<file path="src/rtl/vc_pop_ctrl.sv">
// vc_pop_ctrl: credit-gated pop controller steering a FWFT main FIFO into two virtual channels.
module vc_pop_ctrl #(
  parameter int MAXC = 16,
  parameter int CW   = 5
) (
  input  logic          clk,
  input  logic          reset,
  input  logic          init,
  input  logic [CW-1:0] cred_init0,
  input  logic [CW-1:0] cred_init1,
  input  logic          main_empty,
  input  logic [5:0]    main_head,
  input  logic          vc_ret0,
  input  logic          vc_ret1,
  output logic          main_pop,
  output logic          pop_vc,
  output logic [CW-1:0] credit0,
  output logic [CW-1:0] credit1,
  output logic [2:0]    state_out,
  output logic          idle_out,
  output logic          error_out
);
  typedef enum logic [2:0] {
    RESET  = 3'd0,
    INIT   = 3'd1,
    IDLE   = 3'd2,
    ACTIVE = 3'd3,
    ERROR  = 3'd4
  } state_t;
  localparam logic [CW-1:0] MAX = CW'(MAXC);
  state_t state, state_nx;
  logic [CW-1:0] lim0, lim1, clamp0, clamp1, credit0_nx, credit1_nx;
  logic err, run, pop0, pop1, ovf0, ovf1;
  always_ff @(posedge clk) begin
    if (reset) begin
      state   <= RESET;
      lim0    <= '0;
      lim1    <= '0;
      credit0 <= '0;
      credit1 <= '0;
      err     <= 1'b0;
    end else begin
      state   <= state_nx;
      lim0    <= state == INIT ? clamp0 : lim0;
      lim1    <= state == INIT ? clamp1 : lim1;
      credit0 <= credit0_nx;
      credit1 <= credit1_nx;
      err     <= err | (state_nx == ERROR);
    end
  end
  // overflow is checked before init so a bad return is never masked by a re-init
  always_comb begin
    state_nx = state;
    case (state)
      RESET:   state_nx = INIT;
      INIT:    state_nx = init ? INIT : IDLE;
      IDLE:    state_nx = (ovf0 | ovf1) ? ERROR : init ? INIT : !main_empty ? ACTIVE : IDLE;
      ACTIVE:  state_nx = (ovf0 | ovf1) ? ERROR : init ? INIT : main_empty ? IDLE : ACTIVE;
      ERROR:   state_nx = ERROR;
      default: state_nx = RESET;
    endcase
  end
  always_comb begin
    clamp0     = cred_init0 > MAX ? MAX : cred_init0;
    clamp1     = cred_init1 > MAX ? MAX : cred_init1;
    run        = state == IDLE || state == ACTIVE;
    main_pop   = state == ACTIVE && !init && !main_empty && (main_head[5] ? |credit1 : |credit0);
    pop_vc     = main_pop & main_head[5];
    pop0       = main_pop & ~main_head[5];
    pop1       = main_pop & main_head[5];
    ovf0       = run && vc_ret0 && !pop0 && credit0 == lim0;
    ovf1       = run && vc_ret1 && !pop1 && credit1 == lim1;
    credit0_nx = state == INIT ? clamp0 : (run && !ovf0) ? credit0 + CW'(vc_ret0) - CW'(pop0) : credit0;
    credit1_nx = state == INIT ? clamp1 : (run && !ovf1) ? credit1 + CW'(vc_ret1) - CW'(pop1) : credit1;
    state_out  = state;
    idle_out   = state == IDLE && credit0 == lim0 && credit1 == lim1;
    error_out  = err;
  end
endmodule
</file>
<file path="config.mk">
export PLATFORM = sky130hd
export DESIGN_NAME = vc_pop_ctrl
export DESIGN_NICKNAME = d
export VERILOG_FILES = /design/src/rtl/vc_pop_ctrl.sv
export SDC_FILE = /design/constraint.sdc
export NUM_CORES = 1
export LEC_CHECK = 0
export ABC_AREA = 1
export BUFFER_PORTS_ARGS = -buffer_cell sky130_fd_sc_hd__buf_2
export CORE_UTILIZATION = 54
export CTS_CLUSTER_DIAMETER = 60
export DETAILED_ROUTE_END_ITERATION = 8
export PLACE_DENSITY = 0.77
export SYNTH_ARGS = -nofsm -noshare
export SYNTH_HDL_FRONTEND = slang
export SYNTH_SLANG_ARGS = --single-unit
</file>
<file path="constraint.sdc">
create_clock -name clk -period 3.46 [get_ports clk]
set_clock_uncertainty 0.2 [all_clocks]
set_input_delay 0.173 -clock clk [delete_from_list [all_inputs] [get_ports clk]]
set_output_delay 0.173 -clock clk [all_outputs]
set_load 0.05 [all_outputs]
</file>
# Word level (Yosys, flattened, before mapping)
# Cells that the tools add are included.
# totals
reg_bits	24
word_cells	62
out_inout_bits	17
input_bits	22
# classes
magnitude_cmp	2
n_eq_ne	7
n_bitwise	5
n_addsub	4
muxes	12
reduce_logical	26
# op_table
operator	n
$mux 5	6
$logic_and 1x1->1	13
$pmux 3 s4	1
$add 5x1->5	2
$eq 5x5->1	2
$gt 5x5->1 const B	2
$reduce_or 5->1	2
$sub 5x1->5	2
$eq 3x2->1 const B	2
$eq 3x3->1 const B	2
$logic_not 1->1	6
$mux 2	2
$reduce_bool 2->1	2
$eq 3x1->1 const B	1
$logic_not 3->1	1
$mux 3	1
$and 1x1->1	2
$mux 1	2
$or 1x1->1	2
$reduce_or 2->1	1
$logic_or 1x1->1	1
$not 1->1	1

# Longest topological paths before layout
# Gate-level depths: netlist of run 1.
# depth
depth_word	13
ltp_mapped	21
mapped_depth_nobuf	21

# Least setup slack after synthesis of run 1
# OpenSTA, ideal clock, no wires.
# synth_path
path_kind	register to register
startpoint	reg credit1[2]
endpoint	reg credit1[4]
synth_period_minus_slack_ns	3.470
n_path_buf	0
required_ns	3.190
setup_time_ns	0.070
path_stages_with_launch	22
path_slack_ns	-0.010
t_arrival_ns	3.200
path_cell_list	dfxtp_1 -> inv_1 -> ha_1 -> nand2_1 -> inv_1 -> nand3_1 -> nand3_2 -> inv_1 -> ha_1 -> inv_1 -> ha_1 -> inv_1 -> fa_1 -> inv_1 -> nand2_1 -> a21oi_1 -> nor2_1 -> nand2_1 -> nand2_1 -> o21ai_0 -> nand2_1 -> a21oi_1
# synth_via
elab_chain_len	10
elab_cells_between_ends	15
classes_between	2 x add/sub; 1 x eq/ne; 3 x mux; 1 x bitwise; 8 x reduce/logical
# synth_lines
element	line	rtl
start: declaration	18	output logic [CW-1:0] credit1,
start signal: assignment	47	credit1 <= credit1_nx;
$reduce_or 5->1 *	67	main_pop = state == ACTIVE && !init && !main_empty && (main_head[5] ? |credit1 : |credit0);
$mux 1 *	67	
$logic_and 1x1->1 *	67	
$and 1x1->1 *	--	
named net pop_vc	16	output logic pop_vc,
parallel branches: the longest is 6 deep, another holds $sub 5x1->5	--	
# Mark *: on every way through the listed nets, which the timed path passes. The select of a mux whose other input is x is not followed.
# A chain may end at the register's enable or synchronous reset.

# Worst setup path after layout of run 1
# layout_path
startpoint	reg credit1[2]
endpoint	reg credit0[4]
# layout_via
elab_chain_len	10
elab_cells_between_ends	13
classes_between	1 x add/sub; 3 x mux; 1 x bitwise; 8 x reduce/logical
# layout_lines
element	line	rtl
$reduce_or 5->1 *	67	
$mux 1 *	67	
$logic_and 1x1->1 *	67	
$and 1x1->1 *	69	pop0 = main_pop & ~main_head[5];
parallel branches: the longest is 6 deep, another holds $sub 5x1->5	--	
end signal: assignment	46	credit0 <= credit0_nx;
end: declaration	17	output logic [CW-1:0] credit0,
# Mark *: on every way between the ends. The select of a mux whose other input is x is not followed.

==> impl_metrics.csv, run 1 <==
group,metric,value,unit
synthesis,synth_ff_type,"dfxtp_1",
global_route,grt-ovfl-total,0,
synthesis,yosys_warnings,0,
power,clockPowerShare,0.136,
synthesis,ys_ff_latch,24,
setup_path,crit_family,"adder cells",
global_route,grt_start_max_net_pins,20,
route,via_per_inst,5.05,
power,p_int,512,uW
floorplanning,core,3100,sq um
final_layout,final_nets,363,
setup_path,cp.required,3.53,ns
clocking,cts_resized,0,
clocking,clkSlewWorstSetupHoldPaths,0.14,ns
power,vdd_drop_max,285,uV
floorplanning,row_count,20,
power,power.switching,449,uW
final_layout,insertedDiodeCount,0,
final_layout,final_area,2150,sq um
sta,finalSetupViolCount,0,
floorplanning,die_h,59.7,um
setup_path,slowest_delay,0.39,ns
placed_design,port_buffers,33,
sta,fmax,0.327,GHz
sta,hold_violations,0,
clocking,htree_levels,1,
final_layout,drive_gt1_frac,0.185,
placed_design,place_congestion,0.870,
global_route,grt_util_all_layers,0.263,
route,num_vias,1863,
global_route,antenna_found_initial,0,
setup_path,cp_data_arrival_time,3.13,ns
placed_design,place_area,2000,sq um
synthesis,yosysUniqueCellTypes,30,
synthesis,synth-edff-count,0,
route,ant_nets,0,
clocking,clockRootBuffer,"clkbuf_4",
route,dr.first_iter.drc_count,128,
power,p_sw_frac,0.467,
route,drcViolationCount,0,
global_route,grt_pass1_wl,7090,um
floorplanning,io_pins,39,
job,max_cap_violations,0,
setup_path,critical_path_buf_inv_count,6,
clocking,cts_num_sinks,24,
clocking,clockBufferDepth,2,
setup_path,crit_path_frequent_cell,"inv_1",
sta,slew_headroom,0.748,
final_layout,layout_commonest_cell,"nand2_1",
setup_path,timing.setup.critical_path_class,"reg -> reg",
clocking,clk_latency,0.32,ns
sta,fin_crit,3.06,ns
sta,rsz0062_at_grt,"false",
route,drt_wl_total,4340,um
final_layout,seqCellArea,482,sq um
clocking,numCtsBuffers,3,
sta,worst_pin_slew,0.378,ns
clocking,cts_tree,"done",
final_layout,fillCellCount,320,
sta,maxSlewViolCount,0,
global_route,grt_pass1_vias,1619,
route,wl_per_cell,11.8,um
synthesis,synth_area,1800,sq um
power,combPwrFrac,0.500,
floorplanning,dieWidth,59.7,um
setup_path,endpoint_kind,"register",
floorplanning,start_util,0.580,
final_layout,most-common-layout-cells,"nand2_1, inv_1, buf_2",
final_layout,multiInputGateArea,1090,sq um
route,drt_pass1_iterations,4,
clocking,cts_setup_buffers,0,
floorplanning,die_area,3570,sq um
power,p_leak,0.00111,uW
setup_path,worst_setup_path_start_kind,"register",
run_status,status,"finished, final reports clean",
min_path,min_path_type,"in -> reg",
synthesis,synth_cells,281,
power,p_seq_frac,0.364,
setup_path,critPathMaxFanout,5,
synthesis,synth.avg_cell_area,6.41,sq um
synthesis,syn_nets,317,
sta,setup_tns,0,ns
placed_design,dpl.hpwl,3160,um
setup_path,crit_slowest_cell,"dfxtp_2",
synthesis,synth-async-reset-ratio,0,
setup_path,crit_chain,"inv_1 -> ha_1 -> nand2_1 -> inv_1 -> nand3_1 -> nand4_2 -> inv_1 -> ha_1 -> inv_1 -> ha_1 -> inv_1 -> fa_1 -> inv_1 -> nand2_1 -> a21oi_1 -> nor2_1 -> nand2_1 -> nand2_1 -> o21ai_0 -> nand2_1 -> a21oi_1",
final_layout,syn_to_final_growth,19.3,%
power,powerDensity,447,nW/um^2
synthesis,synth-seq-area-share,0.267,
sta,timing.final.crit_share,0.883,
## Yosys cell counts (3+ instances only)
cell type  instances  share of area
inv_1             47          0.098
ha_1              12          0.083
nand3_2            4          0.022
nor2_1            27          0.056
nand3_1           18          0.050
dfxtp_1           24           0.27
o21ai_0           13          0.036
a21oi_1           21          0.058
nand2_2            5          0.017
buf_2              3         0.0083
nand2_1           76           0.16
xnor2_1            3          0.015
inv_2              4         0.0083
## registers in the layout (all words and copies together), names as in the netlist
signal	count
lim0	5
lim1	5
credit1	5
state_out	3
error_out	1
credit0	5
## power groups by stage
stage / Combinational (uW) / Clock (uW) / Sequential, uW
2_1_floorplan: 296 / 0 / 427
3_3_place_gp: 455 / 0 / 355
3_5_place_dp: 462 / 0 / 355
4_1_cts: 476 / 134 / 349
5_1_grt: 532 / 145 / 355
6_report: 480 / 131 / 350
## cell type report
| class | count | area share |
|---|---|---|
| multi-input combinational | 199 | 0.506 |
| sequential | 24 | 0.224 |
| timing repair buffer | 48 | 0.144 |
| clock buffer | 3 | 0.0105 |
| inverter | 51 | 0.0891 |
| tap | 44 | 0.0256 |
## per-layer routing
layer | up-vias | share of wire | global-route usage | wire length, um
met5 | - | 0 | 0 | 0
met4 | 0 | 0.011 | 0.0731 | 48
met3 | 5 | 0.050 | 0.0346 | 216
met2 | 56 | 0.43 | 0.413 | 1880
met1 | 836 | 0.51 | 0.376 | 2200
li1 | 966 | - | - | -
## timing repair
action                     CTS  global route
setup endpoints to repair    0             0
hold buffers                13             0
hold endpoints to repair    12             0
## metrics by stage
stage	total power, uW	cells	util	hold WS [ns]	setup WS, ns
CTS	960	369	0.692	0.0430	0.430
global route	1030	369	0.692	0.0645	0.158
floorplan	723	281	-	0.131	0.0551
finish	961	369	0.692	0.0416	0.403
global placement	810	353	0.643	0.256	0.515
detailed placement	817	353	0.643	0.267	0.478
## cell families (layout without fill, tap and decap cells)
family          count (synthesis)  in the layout  share of synthesized area
xor+xnor                        5              5                     0.0243
compound gates                 39             39                      0.115
fa+ha+maj                      14             14                      0.106
buf+inv                        58            102                      0.129
flops                          24             24                      0.267
simple gates                  141            141                      0.359
## path summary, 6_finish.rpt
path	slack [ns]	end	cells after the start	start
worst max-delay path	0.40	credit0[4]	21	credit1[2]
worst min-delay path	0.04	credit0[2]	2	reset
worst max register to register	0.40	credit0[4]	21	credit1[2]
worst min register to register	0.29	lim1[1]	2	lim1[1]
Note: power is estimated with default switching activity, not from simulation.
==> run 2: changes to the inputs <==
CAP_MARGIN = 10   (was default)
MAX_ROUTING_LAYER = met4   (was default)
==> impl_metrics.csv, run 2 (synthesized netlist as in run 1, its figures left out) <==
group,metric,value,unit
clocking,cts_num_sinks,24,
min_path,min_path_type,"in -> reg",
global_route,grt_start_max_net_pins,20,
final_layout,fillCellCount,320,
final_layout,layout_commonest_cell,"nand2_1",
global_route,antenna_found_initial,0,
setup_path,critPathMaxFanout,5,
final_layout,layout.cells.non_filler,369,
final_layout,syn_to_final_growth,19.3,%
sta,maxSlewViolCount,0,
clocking,numCtsBuffers,3,
clocking,htree_levels,1,
clocking,clk_latency,0.33,ns
sta,fin_crit,3.05,ns
setup_path,worst_setup_path_start_kind,"register",
final_layout,final_nets,363,
global_route,grt_pass1_vias,1618,
clocking,clockRootBuffer,"clkbuf_4",
clocking,cts_resized,0,
route,drt_wl_total,4340,um
floorplanning,io_pins,39,
sta,finalSetupViolCount,0,
placed_design,port_buffers,33,
clocking,clkSlewWorstSetupHoldPaths,0.14,ns
sta,fmax,0.327,GHz
power,vdd_drop_max,285,uV
setup_path,cp.required,3.53,ns
sta,hold_violations,0,
clocking,cts_tree,"done",
setup_path,timing.setup.critical_path_class,"reg -> reg",
setup_path,endpoint_kind,"register",
floorplanning,row_count,20,
final_layout,final_util,0.692,
sta,worst_pin_slew,0.379,ns
global_route,grt_pass1_wl,7110,um
route,dr.first_iter.drc_count,130,
power,p_leak,0.00111,uW
route,drcViolationCount,0,
setup_path,cp_data_arrival_time,3.13,ns
placed_design,place_congestion,0.884,
power,powerDensity,448,nW/um^2
placed_design,dpl.hpwl,3160,um
sta,slew_headroom,0.748,
floorplanning,core,3100,sq um
floorplanning,dieWidth,59.7,um
floorplanning,start_util,0.580,
route,drt_pass1_iterations,4,
run_status,status,"finished, final reports clean",
sta,rsz0062_at_grt,"false",
global_route,grt_util_all_layers,0.272,
floorplanning,die_h,59.7,um
clocking,clockBufferDepth,2,
floorplanning,die_area,3570,sq um
job,max_cap_violations,0,
sta,setup_tns,0,ns
route,ant_nets,0,
final_layout,most-common-layout-cells,"nand2_1, inv_1, buf_2",
sta,hold_slack,0.0383,ns
route,wl_per_cell,11.8,um
sta,timing.final.crit_share,0.883,
final_layout,insertedDiodeCount,0,
final_layout,drive_gt1_frac,0.185,
global_route,grt-ovfl-total,0,
placed_design,dp_cells,353,
route,via_per_inst,5.04,
route,num_vias,1861,
## run 2: worst paths after layout
kind	from	to	slack (ns)	depth (start not counted)
setup / recovery	credit1[2]	credit0[4]	0.41	21
hold / removal	reset	credit0[2]	0.04	2
setup reg to reg	credit1[2]	credit0[4]	0.41	21
hold reg to reg	lim1[1]	lim1[1]	0.29	2
## run 2: per-layer routing
metal | global-route usage | vias up | wire length [um]
li1 | - | 967 | -
met1 | 0.377 | 839 | 2240
met2 | 0.413 | 49 | 1870
met3 | 0.0346 | 6 | 186
met4 | 0.0731 | 0 | 49
met5 | - | - | 0
## run 2: critical path: stages, from the launching register on
cell	delay, ns
dfxtp_2	0.39
inv_1	0.08
ha_1	0.20
nand2_1	0.05
inv_1	0.03
nand3_1	0.13
nand4_2	0.16
inv_1	0.10
ha_1	0.22
inv_1	0.05
ha_1	0.16
inv_1	0.06
fa_1	0.36
inv_1	0.08
nand2_1	0.07
a21oi_1	0.15
nor2_1	0.08
nand2_1	0.06
nand2_1	0.04
o21ai_0	0.14
nand2_1	0.07
a21oi_1	0.12
## run 2: layout make-up
class / count / area [sq um] / area share
multi-input combinational: 199 / 1090 / 0.506
sequential: 24 / 482 / 0.224
timing repair buffer: 48 / 310 / 0.144
inverter: 51 / 191 / 0.0891
tap: 44 / 55.1 / 0.0256
clock buffer: 3 / 22.5 / 0.0105
## run 2: what timing repair did
| action | CTS | global route |
|---|---|---|
| hold buffers | 13 | 0 |
| endpoints found under the hold margin | 12 | 0 |
| setup buffers | 0 | 0 |
## run 2: stage by stage
| step | instance area [sq um] | worst slack (ns) | total power (uW) |
|---|---|---|---|
| after floorplan | 1800 | 0.0551 | 723 |
| after global placement | 2000 | 0.515 | 810 |
| after detailed placement | 2000 | 0.478 | 817 |
| after CTS | 2150 | 0.430 | 960 |
| after global routing | 2150 | 0.158 | 1030 |
| final | 2150 | 0.405 | 962 |
## run 2: where the power goes
group          switching (uW)  total [uW]  internal, uW
clock                    90.4         131          41.0
sequential               41.6         350           308
combinational             318         480           163
==> run 3: changes to the inputs <==
CELL_PAD_IN_SITES_DETAIL_PLACEMENT = 0   (was default)
CELL_PAD_IN_SITES_GLOBAL_PLACEMENT = 1   (was default)
CORE_UTILIZATION = 37   (was 54)
==> impl_metrics.csv, run 3 (synthesized netlist as in run 1, its figures left out) <==
group,metric,value,unit
final_layout,layout.cells.non_filler,371,
sta,setup_tns,0,ns
setup_path,slowest_delay,0.38,ns
sta,hold_violations,0,
setup_path,rr_startpoint,"credit1[2]",
setup_path,crit_chain,"inv_1 -> ha_1 -> nand2_1 -> inv_1 -> nand3_1 -> nand4_2 -> inv_1 -> ha_1 -> inv_1 -> ha_1 -> inv_1 -> fa_1 -> inv_1 -> nand2_1 -> a21oi_1 -> nor2_1 -> nand2_1 -> nand2_1 -> o21ai_0 -> nand2_1 -> a21oi_1",
setup_path,crit_family,"adder cells",
floorplanning,dieWidth,71.8,um
global_route,antenna_found_initial,0,
floorplanning,die_area,5150,sq um
global_route,grt_pass1_wl,7600,um
sta,rsz0062_at_grt,"false",
placed_design,port_buffers,33,
setup_path,rr_worst_depth,21,
setup_path,cp.required,3.46,ns
setup_path,timing.setup.critical_path_class,"reg -> reg",
final_layout,final_nets,354,
placed_design,place_congestion,0.799,
run_status,status,"finished, final reports clean",
final_layout,most-common-layout-cells,"nand2_1, inv_1, buf_2",
min_path,holdPathStages,4,
final_layout,final_util,0.449,
floorplanning,start_util,0.384,
power,p_leak,0.00109,uW
sta,hold_slack,0.0104,ns
sta,fin_crit,3.05,ns
setup_path,worstReg2RegEnd,"credit0[4]",
clocking,numCtsBuffers,3,
min_path,min_path_type,"in -> reg",
power,p_seq_frac,0.345,
power,clockPowerShare,0.193,
final_layout,layout_commonest_cell,"nand2_1",
final_layout,drive_gt1_frac,0.189,
route,num_vias,1780,
setup_path,crit_path_frequent_cell,"inv_1",
route,drcViolationCount,0,
placed_design,dp_cells,362,
sta,worst_pin_slew,0.694,ns
floorplanning,core,4690,sq um
sta,slew_headroom,0.537,
setup_path,critPathMaxFanout,5,
job,max_cap_violations,0,
route,ant_nets,0,
global_route,grt_start_max_net_pins,20,
clocking,cts_num_sinks,24,
floorplanning,io_pins,39,
setup_path,worst_setup_path_start_kind,"register",
route,dr.first_iter.drc_count,117,
route,drt_wl_total,4420,um
clocking,clk_latency,0.27,ns
route,drt_pass1_iterations,4,
final_layout,syn_to_final_growth,17.0,%
clocking,clockBufferDepth,2,
global_route,grt_pass1_vias,1618,
min_path,min_from,"main_empty",
global_route,grt-ovfl-total,0,
clocking,htree_levels,1,
placed_design,dpl.hpwl,3420,um
clocking,clkSlewWorstSetupHoldPaths,0.09,ns
clocking,clockRootBuffer,"clkbuf_8",
setup_path,cp_data_arrival_time,3.06,ns
power,power,1020,uW
setup_path,endpoint_kind,"register",
floorplanning,row_count,25,
sta,timing.final.crit_share,0.882,
global_route,grt_util_all_layers,0.194,
power,vdd_drop_max,173,uV
setup_path,critical_path_buf_inv_count,6,
floorplanning,die_h,71.8,um
setup_path,crit_slowest_cell,"dfxtp_2",
final_layout,insertedDiodeCount,0,
sta,finalSetupViolCount,0,
sta,fmax,0.328,GHz
min_path,min_to,"state_out[0]",
power,power.switching,453,uW
clocking,cts_tree,"done",
power,combPwrFrac,0.462,
power,p_int,565,uW
setup_path,r2r_setup_slack,0.41,ns
sta,maxSlewViolCount,0,
power,powerDensity,484,nW/um^2
route,via_per_inst,4.80,
power,p_sw_frac,0.445,
route,wl_per_cell,11.9,um
run 3: changes by cell type in the layout (fill, tap and decap cells not counted), sizes merged:
cell / delta
buf: -1
clkbuf: +1
dlygate4sd3: -8
run 3: what timing repair did:
action | CTS | global route
hold endpoints to repair | 5 | 0
endpoints found under the setup margin | 0 | 1
hold buffers | 5 | 0
buffers inserted | 0 | 0
gates resized for setup | 0 | 1
run 3: tightest hold or removal path, cell delays in order:
cell	delay [ns]
buf_2	0.09
nand2_1	0.05
nand3_1	0.07
a21oi_1	0.05
run 3: layer usage:
layer | GRT usage | wire, um | up-vias
li1 | - | - | 950
met1 | 0.267 | 2220 | 785
met2 | 0.306 | 1930 | 38
met3 | 0.0183 | 209 | 7
met4 | 0.0458 | 54 | 0
met5 | - | 0 | -
run 3: per-stage QoR:
step,setup WS (ns),cell area (sq um)
6_report,0.410,2110
5_1_grt,0.0542,2110
4_1_cts,0.392,2110
3_5_place_dp,0.406,2000
3_3_place_gp,0.462,2000
2_1_floorplan,0.0551,1800
run 3: how the worst max path moves through the flow:
| stage | start | endpoint | slack (ns) | depth (start not counted) |
|---|---|---|---|---|
| finish | credit1[2] | credit0[4] | 0.41 | 21 |
| global route | credit1[2] | credit1[4] | 0.05 | 21 |
| floorplan | credit1[3] | credit1[4] | 0.06 | 21 |
| global placement | credit1[2] | credit0[4] | 0.46 | 21 |
| CTS | credit1[2] | credit1[4] | 0.39 | 21 |
| detailed placement | credit1[2] | credit0[4] | 0.41 | 21 |
run 3: layout make-up:
| cell class | instances | area [sq um] |
|---|---|---|
| multi-input combinational | 199 | 1090 |
| fill | 505 | 2590 |
| sequential | 24 | 482 |
| inverter | 51 | 191 |
| timing repair buffer | 39 | 223 |
| clock buffer | 4 | 55.1 |
| tap | 54 | 67.6 |
run 3: power by group through the flow:
stage / clock [uW] / sequential (uW) / combinational [uW]
after floorplan: 0 / 427 / 296
after global placement: 0 / 358 / 464
after detailed placement: 0 / 358 / 467
after CTS: 200 / 352 / 473
after global routing: 214 / 358 / 538
final: 196 / 351 / 471
